File: src/rtl/wb_arb_pkg.sv
// Shared types and defaults for the writeback port arbiter.
//   arb_state_t : IDLE (no aux entries), SHARE (aux entries waiting),
//                 DRAIN (pipeline frozen while the aux FIFO empties)
//   aux_entry_t : one buffered aux result at the default widths
package wb_arb_pkg;

  localparam int unsigned ZERO_REG       = 0;
  localparam int unsigned DEF_DATA_W     = 32;
  localparam int unsigned DEF_REG_ADDR_W = 5;
  localparam int unsigned DEF_FIFO_DEPTH = 4;
  localparam int unsigned DEF_MAX_WAIT   = 8;

  typedef enum logic [1:0] {
    IDLE,
    SHARE,
    DRAIN
  } arb_state_t;

  typedef struct packed {
    logic [DEF_REG_ADDR_W-1:0] rd;
    logic [DEF_DATA_W-1:0]     data;
  } aux_entry_t;

endpackage

File: src/rtl/wb_aux_fifo.sv
// Synchronous FIFO buffering aux results until they win the write port.
//   clk, rst          : clock, asynchronous active-high reset (empties FIFO)
//   i_push / i_data   : write an entry at the tail (ignored when full)
//   i_pop             : drop the head entry (ignored when empty)
//   o_head            : entry at the head, valid while !o_empty
//   o_full, o_empty   : occupancy flags
//   o_count           : number of buffered entries
module wb_aux_fifo
  import wb_arb_pkg::*;
#(
  parameter int unsigned DEPTH   = DEF_FIFO_DEPTH,
  parameter type         entry_t = aux_entry_t
) (
  input  logic                       clk,
  input  logic                       rst,
  input  logic                       i_push,
  input  entry_t                     i_data,
  input  logic                       i_pop,
  output entry_t                     o_head,
  output logic                       o_full,
  output logic                       o_empty,
  output logic [$clog2(DEPTH+1)-1:0] o_count
);

  localparam int unsigned PTR_W = $clog2(DEPTH);
  localparam int unsigned CNT_W = $clog2(DEPTH + 1);

  entry_t           r_mem [DEPTH];
  logic [PTR_W-1:0] r_wptr;
  logic [PTR_W-1:0] r_rptr;
  logic [CNT_W-1:0] r_count;
  logic             w_push;
  logic             w_pop;

  assign w_push = i_push && !o_full;
  assign w_pop  = i_pop && !o_empty;

  // Pointers wrap naturally because DEPTH is a power of two.
  always_ff @(posedge clk or posedge rst) begin
    if (rst) begin
      r_wptr  <= '0;
      r_rptr  <= '0;
      r_count <= '0;
    end else begin
      if (w_push) r_wptr <= r_wptr + PTR_W'(1);
      if (w_pop)  r_rptr <= r_rptr + PTR_W'(1);
      r_count <= r_count + CNT_W'(w_push) - CNT_W'(w_pop);
    end
  end

  always_ff @(posedge clk) begin
    if (w_push) r_mem[r_wptr] <= i_data;
  end

  assign o_head  = r_mem[r_rptr];
  assign o_full  = (r_count == CNT_W'(DEPTH));
  assign o_empty = (r_count == '0);
  assign o_count = r_count;

endmodule

File: src/rtl/wb_port_arbiter.sv
// Shares the register-file write port between the writeback stage and an
// out-of-band aux unit. Aux results are buffered; the pipeline wins by
// default, and the pipeline is frozen to drain the buffer when it fills or
// when its head has waited MAX_WAIT cycles.
//   clk, rst                           : clock, async active-high reset
//   pipe_wr_en/pipe_rd/pipe_result     : writeback request
//   aux_valid/aux_ready/aux_rd/aux_data: aux result handshake
//   rf_we/rf_waddr/rf_wdata            : register-file write port
//   pipe_stall                         : pipeline freeze during drain
//   pending_mask                       : destinations buffered in the FIFO
module wb_port_arbiter
  import wb_arb_pkg::*;
#(
  parameter int unsigned DATA_W     = DEF_DATA_W,
  parameter int unsigned REG_ADDR_W = DEF_REG_ADDR_W,
  parameter int unsigned FIFO_DEPTH = DEF_FIFO_DEPTH,
  parameter int unsigned MAX_WAIT   = DEF_MAX_WAIT
) (
  input  logic                     clk,
  input  logic                     rst,
  input  logic                     pipe_wr_en,
  input  logic [REG_ADDR_W-1:0]    pipe_rd,
  input  logic [DATA_W-1:0]        pipe_result,
  input  logic                     aux_valid,
  output logic                     aux_ready,
  input  logic [REG_ADDR_W-1:0]    aux_rd,
  input  logic [DATA_W-1:0]        aux_data,
  output logic                     rf_we,
  output logic [REG_ADDR_W-1:0]    rf_waddr,
  output logic [DATA_W-1:0]        rf_wdata,
  output logic                     pipe_stall,
  output logic [2**REG_ADDR_W-1:0] pending_mask
);

  localparam int unsigned CNT_W  = $clog2(FIFO_DEPTH + 1);
  localparam int unsigned WAIT_W = $clog2(MAX_WAIT + 1);
  localparam int unsigned NREG   = 2**REG_ADDR_W;

  typedef struct packed {
    logic [REG_ADDR_W-1:0] rd;
    logic [DATA_W-1:0]     data;
  } entry_t;

  arb_state_t        r_state;
  arb_state_t        w_state_nxt;
  logic [WAIT_W-1:0] r_wait;
  logic [WAIT_W-1:0] w_wait_nxt;
  logic [NREG-1:0]   r_pending;
  logic [NREG-1:0]   w_pending_nxt;
  entry_t            w_push_entry;
  entry_t            w_head;
  logic              w_full;
  logic              w_empty;
  logic              w_push;
  logic              w_pop;
  logic              w_draining;
  logic [CNT_W-1:0]  w_count;
  logic [CNT_W-1:0]  w_count_nxt;

  assign w_draining   = (r_state == DRAIN);
  assign aux_ready    = !w_full && !w_draining;
  assign w_push       = aux_valid && aux_ready;
  assign w_push_entry = '{rd: aux_rd, data: aux_data};

  wb_aux_fifo #(
    .DEPTH   (FIFO_DEPTH),
    .entry_t (entry_t)
  ) u_fifo (
    .clk     (clk),
    .rst     (rst),
    .i_push  (w_push),
    .i_data  (w_push_entry),
    .i_pop   (w_pop),
    .o_head  (w_head),
    .o_full  (w_full),
    .o_empty (w_empty),
    .o_count (w_count)
  );

  // Grant: pipe first unless draining; a destination of x0 still consumes
  // the request but never enables the write.
  always_comb begin
    w_pop    = 1'b0;
    rf_we    = 1'b0;
    rf_waddr = pipe_rd;
    rf_wdata = pipe_result;
    if (!w_draining && pipe_wr_en) begin
      rf_we = (pipe_rd != REG_ADDR_W'(ZERO_REG));
    end else if (!w_empty) begin
      w_pop    = 1'b1;
      rf_waddr = w_head.rd;
      rf_wdata = w_head.data;
      rf_we    = (w_head.rd != REG_ADDR_W'(ZERO_REG));
    end
  end

  assign w_count_nxt = w_count + CNT_W'(w_push) - CNT_W'(w_pop);

  always_comb begin
    w_wait_nxt = r_wait;
    if (w_pop || w_empty) begin
      w_wait_nxt = '0;
    end else if (r_wait != WAIT_W'(MAX_WAIT)) begin
      w_wait_nxt = r_wait + WAIT_W'(1);
    end
  end

  always_comb begin
    w_state_nxt = r_state;
    case (r_state)
      IDLE: begin
        if (w_count_nxt != '0) w_state_nxt = SHARE;
      end
      SHARE: begin
        if (w_count_nxt == '0) begin
          w_state_nxt = IDLE;
        end else if (w_count_nxt == CNT_W'(FIFO_DEPTH) ||
                     w_wait_nxt == WAIT_W'(MAX_WAIT)) begin
          w_state_nxt = DRAIN;
        end
      end
      DRAIN: begin
        if (w_count_nxt == '0) w_state_nxt = IDLE;
      end
      default: w_state_nxt = IDLE;
    endcase
  end

  // Clear before set so a push and a pop touching different bits both land.
  always_comb begin
    w_pending_nxt = r_pending;
    if (w_pop) w_pending_nxt[w_head.rd] = 1'b0;
    if (w_push && aux_rd != REG_ADDR_W'(ZERO_REG)) w_pending_nxt[aux_rd] = 1'b1;
  end

  always_ff @(posedge clk or posedge rst) begin
    if (rst) begin
      r_state   <= IDLE;
      r_wait    <= '0;
      r_pending <= '0;
    end else begin
      r_state   <= w_state_nxt;
      r_wait    <= w_wait_nxt;
      r_pending <= w_pending_nxt;
    end
  end

  assign pipe_stall   = w_draining;
  assign pending_mask = r_pending;

endmodule

File: config.mk
export PLATFORM = sky130hd
export DESIGN_NAME = wb_port_arbiter
export DESIGN_NICKNAME = d
export VERILOG_FILES = /design/src/rtl/wb_arb_pkg.sv /design/src/rtl/wb_aux_fifo.sv /design/src/rtl/wb_port_arbiter.sv
export SDC_FILE = /design/constraint.sdc
export NUM_CORES = 1
export LEC_CHECK = 0
export CAP_MARGIN = 20
export CORE_ASPECT_RATIO = 0.7
export CORE_MARGIN = 2
export CORE_UTILIZATION = 49
export CTS_CLUSTER_SIZE = 8
export DETAILED_ROUTE_END_ITERATION = 7
export GPL_TIMING_DRIVEN = 0
export HOLD_SLACK_MARGIN = 0.03
export PLACE_DENSITY = 0.76
export SLEW_MARGIN = 40
export SYNTH_ARGS = -nofsm -noshare
export SYNTH_HDL_FRONTEND = slang
export SYNTH_SLANG_ARGS = --single-unit
export TNS_END_PERCENT = 20
File: constraint.sdc
create_clock -name clk -period 2.9 [get_ports clk]
set_input_delay 0.435 -clock clk [delete_from_list [all_inputs] [get_ports clk]]
set_output_delay 0.435 -clock clk [all_outputs]
set_load 0.005 [all_outputs]
# Yosys cells after proc, flatten, opt, wreduce, memory -nomap -nowiden
# Memory sizes are Yosys's and may differ from the RTL's.
# Index checks and enable logic that the tools add are counted.
word_totals:
  in_bits: 78
  n_memories: 1
  out_inout_bits: 72
  ramBits: 148
  register_bits: 45
  wordCells: 74
mem_list:
  columns: ["name", "words", "width", "rd", "rd_ports_with_merged_regs", "wr", "line", "text"]
  rows:
  - ["u_fifo.r_mem", 4, 37, 1, 0, 1, "wb_aux_fifo.sv:28", "entry_t r_mem [DEPTH];"]
classes:
  n_eq_ne: 9
  add_sub_neg: 7
  n_bitwise: 3
  reduce_logical: 21
  mux: 23
  magnitude_cmp: 4
ops:
  columns: ["op", "n"]
  rows:
  - ["32-bit 2-to-1 mux", 4]
  - ["32-bit bitwise AND", 1]
  - ["32-bit NOT", 1]
  - ["32-bit OR", 1]
  - ["5-bit nonzero test", 3]
  - ["5-bit by 6-bit less-than comparator with 1-bit output, second input constant", 2]
  - ["1-bit demux with 5-bit select", 2]
  - ["5-bit by 1-bit >= comparator with 1-bit output, second input constant", 2]
  - ["5-bit 2-to-1 mux", 2]
  - ["1-bit logical AND", 8]
  - ["1-bit 2-to-1 mux", 8]
  - ["2-bit 2-to-1 mux", 4]
  - ["4-bit 2-to-1 mux", 2]
  - ["3-bit by 1-bit adder with 3-bit output", 2]
  - ["3-bit equality test, second input constant", 2]
  - ["3-bit zero test", 2]
  - ["2-bit one-hot mux with 3 select lines", 1]
  - ["3-bit by 1-bit subtractor with 3-bit output", 2]
  - ["2-bit by 1-bit adder with 2-bit output, second input constant", 2]
  - ["4-bit by 1-bit adder with 4-bit output, second input constant", 1]
  - ["4-bit equality test, second input constant", 1]
  - ["4-bit inequality test, second input constant", 1]
  - ["1-bit zero test", 3]
  - ["3-bit inequality test, second input constant", 1]
  - ["other kinds (8)", 9]

# Depth between registers and ports, before layout
logic_depth:
  word_depth: 11
  depth_mapped: 12
  ltp_nobuf: 11

# By module
# From an unflattened synthesis, not the netlist that was laid out.
hier_totals:
  hier_cells: 465
  hier_area_um2: 8060.2
by_module_without_submodules:
  columns: ["mod", "area_per_inst_um2", "cells_per_inst", "seq_area_each_um2", "n_inst"]
  rows:
  - ["wb_aux_fifo", 5804.3, 236, 4619.4, 1]
  - ["wb_port_arbiter", 2255.9, 229, 950.9, 1]

# Least setup slack after synthesis
# Ideal clock, no wire load.
synth_path:
  path_kind: "reg-to-reg"
  startpoint: "reg u_fifo.r_count[1] (netlist: u_fifo.o_count[1])"
  endpoint: "reg r_state[1]"
  stages_incl_launch_ff: 11
  setup_slack_ns: 0.341
  setup_time_ns: 0.119
  path_buffers: 0
  required_time_ns: 2.781
  period_less_slack_ns: 2.559
  arrival_ns: 2.440
  path_cell_list: "dfrtp_1 or3b_2 and3_1 inv_1 ha_1 inv_1 ha_1 fa_1 nor3_1 a21oi_1 o21a_1"
synth_between:
  elab_chain_len: 10
  elab_cells_between_ends: 22
  classes_between: "add/sub: 2; eq/ne: 6; mux: 5; reduce/logical: 9"
synth_rtl:
  columns: ["element", "line", "text"]
  rows:
  - ["from (decl)", "wb_aux_fifo.sv:31", "logic [CNT_W-1:0] r_count;"]
  - ["from (signal assigned)", "wb_aux_fifo.sv:47", "r_count <= r_count + CNT_W'(w_push) - CNT_W'(w_pop);"]
  - ["3-bit equality test", "wb_aux_fifo.sv:56", "assign o_full = (r_count == CNT_W'(DEPTH));"]
  - ["1-bit zero test", "wb_port_arbiter.sv:61", "assign aux_ready = !w_full && !w_draining;"]
  - ["1-bit logical AND", "wb_port_arbiter.sv:61", null]
  - ["1-bit logical AND", "wb_port_arbiter.sv:62", "assign w_push = aux_valid && aux_ready;"]
  - ["3-bit by 1-bit adder with 3-bit output", "wb_port_arbiter.sv:97", "assign w_count_nxt = w_count + CNT_W'(w_push) - CNT_W'(w_pop);"]
  - ["3-bit by 1-bit subtractor with 3-bit output", "wb_port_arbiter.sv:97", null]
  - ["3-bit equality test", "wb_port_arbiter.sv:117", "end else if (w_count_nxt == CNT_W'(FIFO_DEPTH) ||"]
  - ["1-bit logical OR", "wb_port_arbiter.sv:117", null]
  - ["3-bit inequality test (no source line)", null, null]
  - ["3-bit AND reduction (no source line)", null, null]
  - ["to (signal assigned)", "wb_port_arbiter.sv:142", "r_state <= w_state_nxt;"]
  - ["to (decl)", "wb_port_arbiter.sv:44", "arb_state_t r_state;"]
# Several ways; a longest one is shown, not always the timed one.
# A chain may end at the register's enable or synchronous reset.

# Worst setup path after layout
layout_path:
  startpoint: "reg u_fifo.r_count[1] (netlist: u_fifo.o_count[1])"
  endpoint: "out rf_waddr[1]"
layout_between:
  elab_chain_len: 3
layout_rtl:
  columns: ["element", "line", "text"]
  rows:
  - ["3-bit zero test", "wb_aux_fifo.sv:57", "assign o_empty = (r_count == '0);"]
  - ["5-bit 2-to-1 mux", "wb_port_arbiter.sv:89", "end else if (!w_empty) begin"]
  - ["5-bit 2-to-1 mux", "wb_port_arbiter.sv:87", "if (!w_draining && pipe_wr_en) begin"]
  - ["to (decl)", "wb_port_arbiter.sv:29", "output logic [REG_ADDR_W-1:0] rf_waddr,"]
# No other way between the ends.

==> summary.txt <==
CTS
  – Clk slew on worst S/H paths: 0.06 ns
  – CTS sink cnt: 193
  – # hold bufs at CTS: 0
  – H-tree levels: 4
  – CTS root buf: clkbuf_16
  – CTS max path bufs: 2
  – CTS buffer count: 17
  – Clk_lat worst skew: 0.43 ns
  – TritonCTS clock tree: done

Timing
  – Clk_skew: 0.01034 ns
  – Setup-failing EPs final: 2
  – Final WS setup: -0.003752 ns
  – Min Tclk post-route: 2.904 ns
  – Sum Neg Setup Slack: -0.006583 ns
  – Max-slew headroom: 47.45%
  – Final Hold Viols: 0
  – Tightest Pin Transition: 0.7822 ns
  – Final Max Slew Viols: 0
  – RSZ-0062 raised after global routing: yes
  – Period utilisation layout: 100.1%
  – Fmax: 344.4 MHz

Worst setup path
  – Data required time of the worst path: 2.47 ns
  – CP max stage cell: dfrtp_2
  – Setup slack, reg-to-reg: 0.21 ns
  – CP endpoint kind: output port
  – Crit-path cells: or3_4 > a21boi_4 > buf_4 > clkbuf_16 > mux2_2 > clkdlybuf4s50_1
  – Worst-path fanout max: 6
  – Slowest cell delay on critical path: 0.44 ns
  – Crit path DAT: 2.47 ns
  – CP Launch Type: flop
  – Setup CP Type: flop to output port

Run
  – Max Cap Viol: 0

Power and ir drop
  – NetSw: 3.152 mW
  – Combinational share of power: 40.8%
  – Clock power share: 21.1%
  – Switching share of power: 30.19%
  – Power Density: 970.1 nW/um2
  – Reg power frac: 38.1%
  – Worst vdd ir: 557.9 uV
  – Internal power: 7.288 mW
  – Leak: 3.963 nW
  – Power Total: 10.44 mW

Logic synthesis
  – Yosys reg bits: 193
  – Synth warn: 0
  – Post-synthesis area per instance: 16.89 um2
  – Gate Count Post-Synth: 476
  – Number of flops mapped to enable cells by yosys: 148
  – Most used DFF post-synth: edfxtp_1
  – Register area share after synthesis: 69.30%
  – Synth Cell Area: 8038 um2
  – Distinct cells, synth: 42
  – Async set-or-reset flop fraction in the synthesized netlist: 23.32%
  – Syn_nets: 566

Floorplanning
  – Core ar.: 16,200 um2
  – Die footprint: 17,460 um2
  – Initial Utilization: 49.61%
  – Row count: 39
  – Die width: 157.1 um
  – Ports: 150
  – Die height: 111.2 um

Placed design
  – Pre-CTS setup slack: -0.1838 ns
  – Placed insts: 855
  – Port Buf Inserts: 149
  – DP Wirelength: 11,920 um
  – GPL Wtd Cong: 0.8902

Detailed routing
  – ANT nets after route: 0
  – DR DRC count: 0
  – Pre-Repair DR Iteration Count: 7
  – Iter 0 DRT Violations: 465
  – Wirelength, routed: 17,460 um
  – Routed WL per cell: 19.38 um
  – DR vias: 4,859
  – Via/cell ratio: 5.393

Global routing
  – Vias in the first global route: 5,074
  – First-pass GRT wire length: 27,180 um
  – Largest net degree at the start of global routing: 41
  – GR Layer Usage met1: 29.46%
  – Met3 Resource Use GR: 7.193%
  – Initial antenna violation count: 0
  – GRT Overall Usage: 21.06%
  – Most used routing layer: met2
  – GRT met2 Usage: 32.49%
  – Grt total ovfl: 0

Layout
  – Share of cells above drive strength 1: 22.19%
  – FILL cells: 1,140
  – Non-Filler Instances: 901
  – Area Growth Syn to Fin: 33.89%
  – Multi-input gate area: 2350 um2
  – Most frequent cells in the layout: edfxtp_1 (148), clkdlybuf4s50_1 (139), nand2_1 (48)
  – Sequential cell area: 5572 um2
  – Most common cell after layout, fill and taps aside: edfxtp_1
  – Number of nets in the layout: 753
  – Core Util, Final: 66.43%
  – Diodes inserted: 0

Worst hold path
  – Min-delay worst type: input port to asynchronous set/reset pin

Run status
  – Failing checks: negative setup slack
  – Status: finished with violations
-- power by group through the flow --
stage                     registers (mW)  logic [mW]  clock network, mW
after floorplan                     4.00        2.11                  0
after global placement              4.03        3.74                  0
after detailed placement            4.04        3.93                  0
after CTS                           3.98        4.18               2.25
after global routing                4.04        4.60               2.36
final                               3.98        4.26               2.20
-- synth_stat cells, types with 2 or more instances --
| cell | instances | area, um2 |
|---|---|---|
| mux4_2 | 34 | 765.7 |
| nand2_1 | 48 | 180.2 |
| a21oi_1 | 2 | 10.01 |
| nor2_1 | 8 | 30.03 |
| o21ai_1 | 10 | 50.05 |
| nand2b_1 | 4 | 25.02 |
| or3_1 | 2 | 12.51 |
| o21ai_0 | 34 | 170.2 |
| or3b_1 | 2 | 17.52 |
| inv_1 | 17 | 63.81 |
| mux4_1 | 3 | 78.83 |
| dfrtp_1 | 45 | 1126 |
| mux2_2 | 37 | 416.7 |
| o21a_1 | 2 | 15.01 |
| and2_1 | 5 | 31.28 |
| nand3b_1 | 6 | 45.04 |
| buf_2 | 9 | 45.04 |
| ha_1 | 10 | 125.1 |
| nor3b_1 | 4 | 30.03 |
| and3_1 | 3 | 18.77 |
| xnor2_1 | 5 | 43.79 |
| edfxtp_1 | 148 | 4444 |
| nand3_1 | 6 | 30.03 |
| nor3_1 | 4 | 20.02 |
| and3b_1 | 2 | 17.52 |
| clkbuf_1 | 7 | 26.28 |
| fa_1 | 2 | 40.04 |
| xor2_1 | 3 | 26.28 |
-- registers in the layout, indices dropped and copies added, names as in the netlist --
name            flops
pending_mask       32
r_state             2
r_wait              4
u_fifo.o_count      3
u_fifo.r_mem      148
u_fifo.r_rptr       2
u_fifo.r_wptr       2
-- what timing repair did --
item                       CTS  global route
resized for setup           26            27
cloned                       0             1
buffers inserted            10             3
setup endpoints to repair   37            40
pin swaps                    2             1
-- path summary, 6_finish.rpt --
path | from | depth (start not counted) | end
min in group clk | pending_mask[20] | 2 | pending_mask[20]
setup / recovery | u_fifo.o_count[1] | 6 | rf_waddr[1]
setup reg to reg | u_fifo.o_count[1] | 10 | r_state[1]
hold / removal | rst | 2 | r_state[0]
hold reg to reg | pending_mask[20] | 2 | pending_mask[20]
max in group asynchronous | rst | 3 | u_fifo.r_wptr[1]
-- cell type report --
class / instances / share of cell area [%]
tap: 225 / 2.616
buffer: 17 / 1.616
inverter: 17 / 0.6162
clock buffer: 20 / 4.348
timing repair buffer: 168 / 16.34
multi-input combinational: 249 / 21.83
clock inverter: 12 / 0.8604
sequential: 193 / 51.77
-- critical path: cells and delay by family (launching register included) --
kind	cells	cell delay [ns]
AOI/OAI and AO/OA	1	0.18
buffers and inverters	3	0.75
DFF	1	0.44
muxes	1	0.27
and+or+nand+nor	1	0.40
-- through the flow --
step / hold WS, ns / area [um2]
after detailed placement: 0.4779 / 9938
after floorplan: 0.4601 / 8038
after CTS: 0.2241 / 10640
after global placement: 0.4726 / 9811
final: 0.2399 / 10760
after global routing: 0.2218 / 10760
-- cell families (layout without fill, tap and decap cells) --
logic type / count (synthesis) / after routing / share of synthesized area, %
compound gates: 55 / 55 / 3.829
fa+ha+maj: 12 / 12 / 2.055
flops: 193 / 193 / 69.30
buf+inv: 34 / 234 / 1.821
simple gates: 99 / 99 / 6.305
xor+xnor: 8 / 8 / 0.8718
mux: 75 / 75 / 15.82
-- metal layers --
layer | up-vias | share of wire (%)
met4 | 0 | 0.85
met2 | 180 | 47
met1 | 2450 | 45
met3 | 20 | 6.8
met5 | - | 0
li1 | 2209 | -
Power figures use the tool's default switching activity.
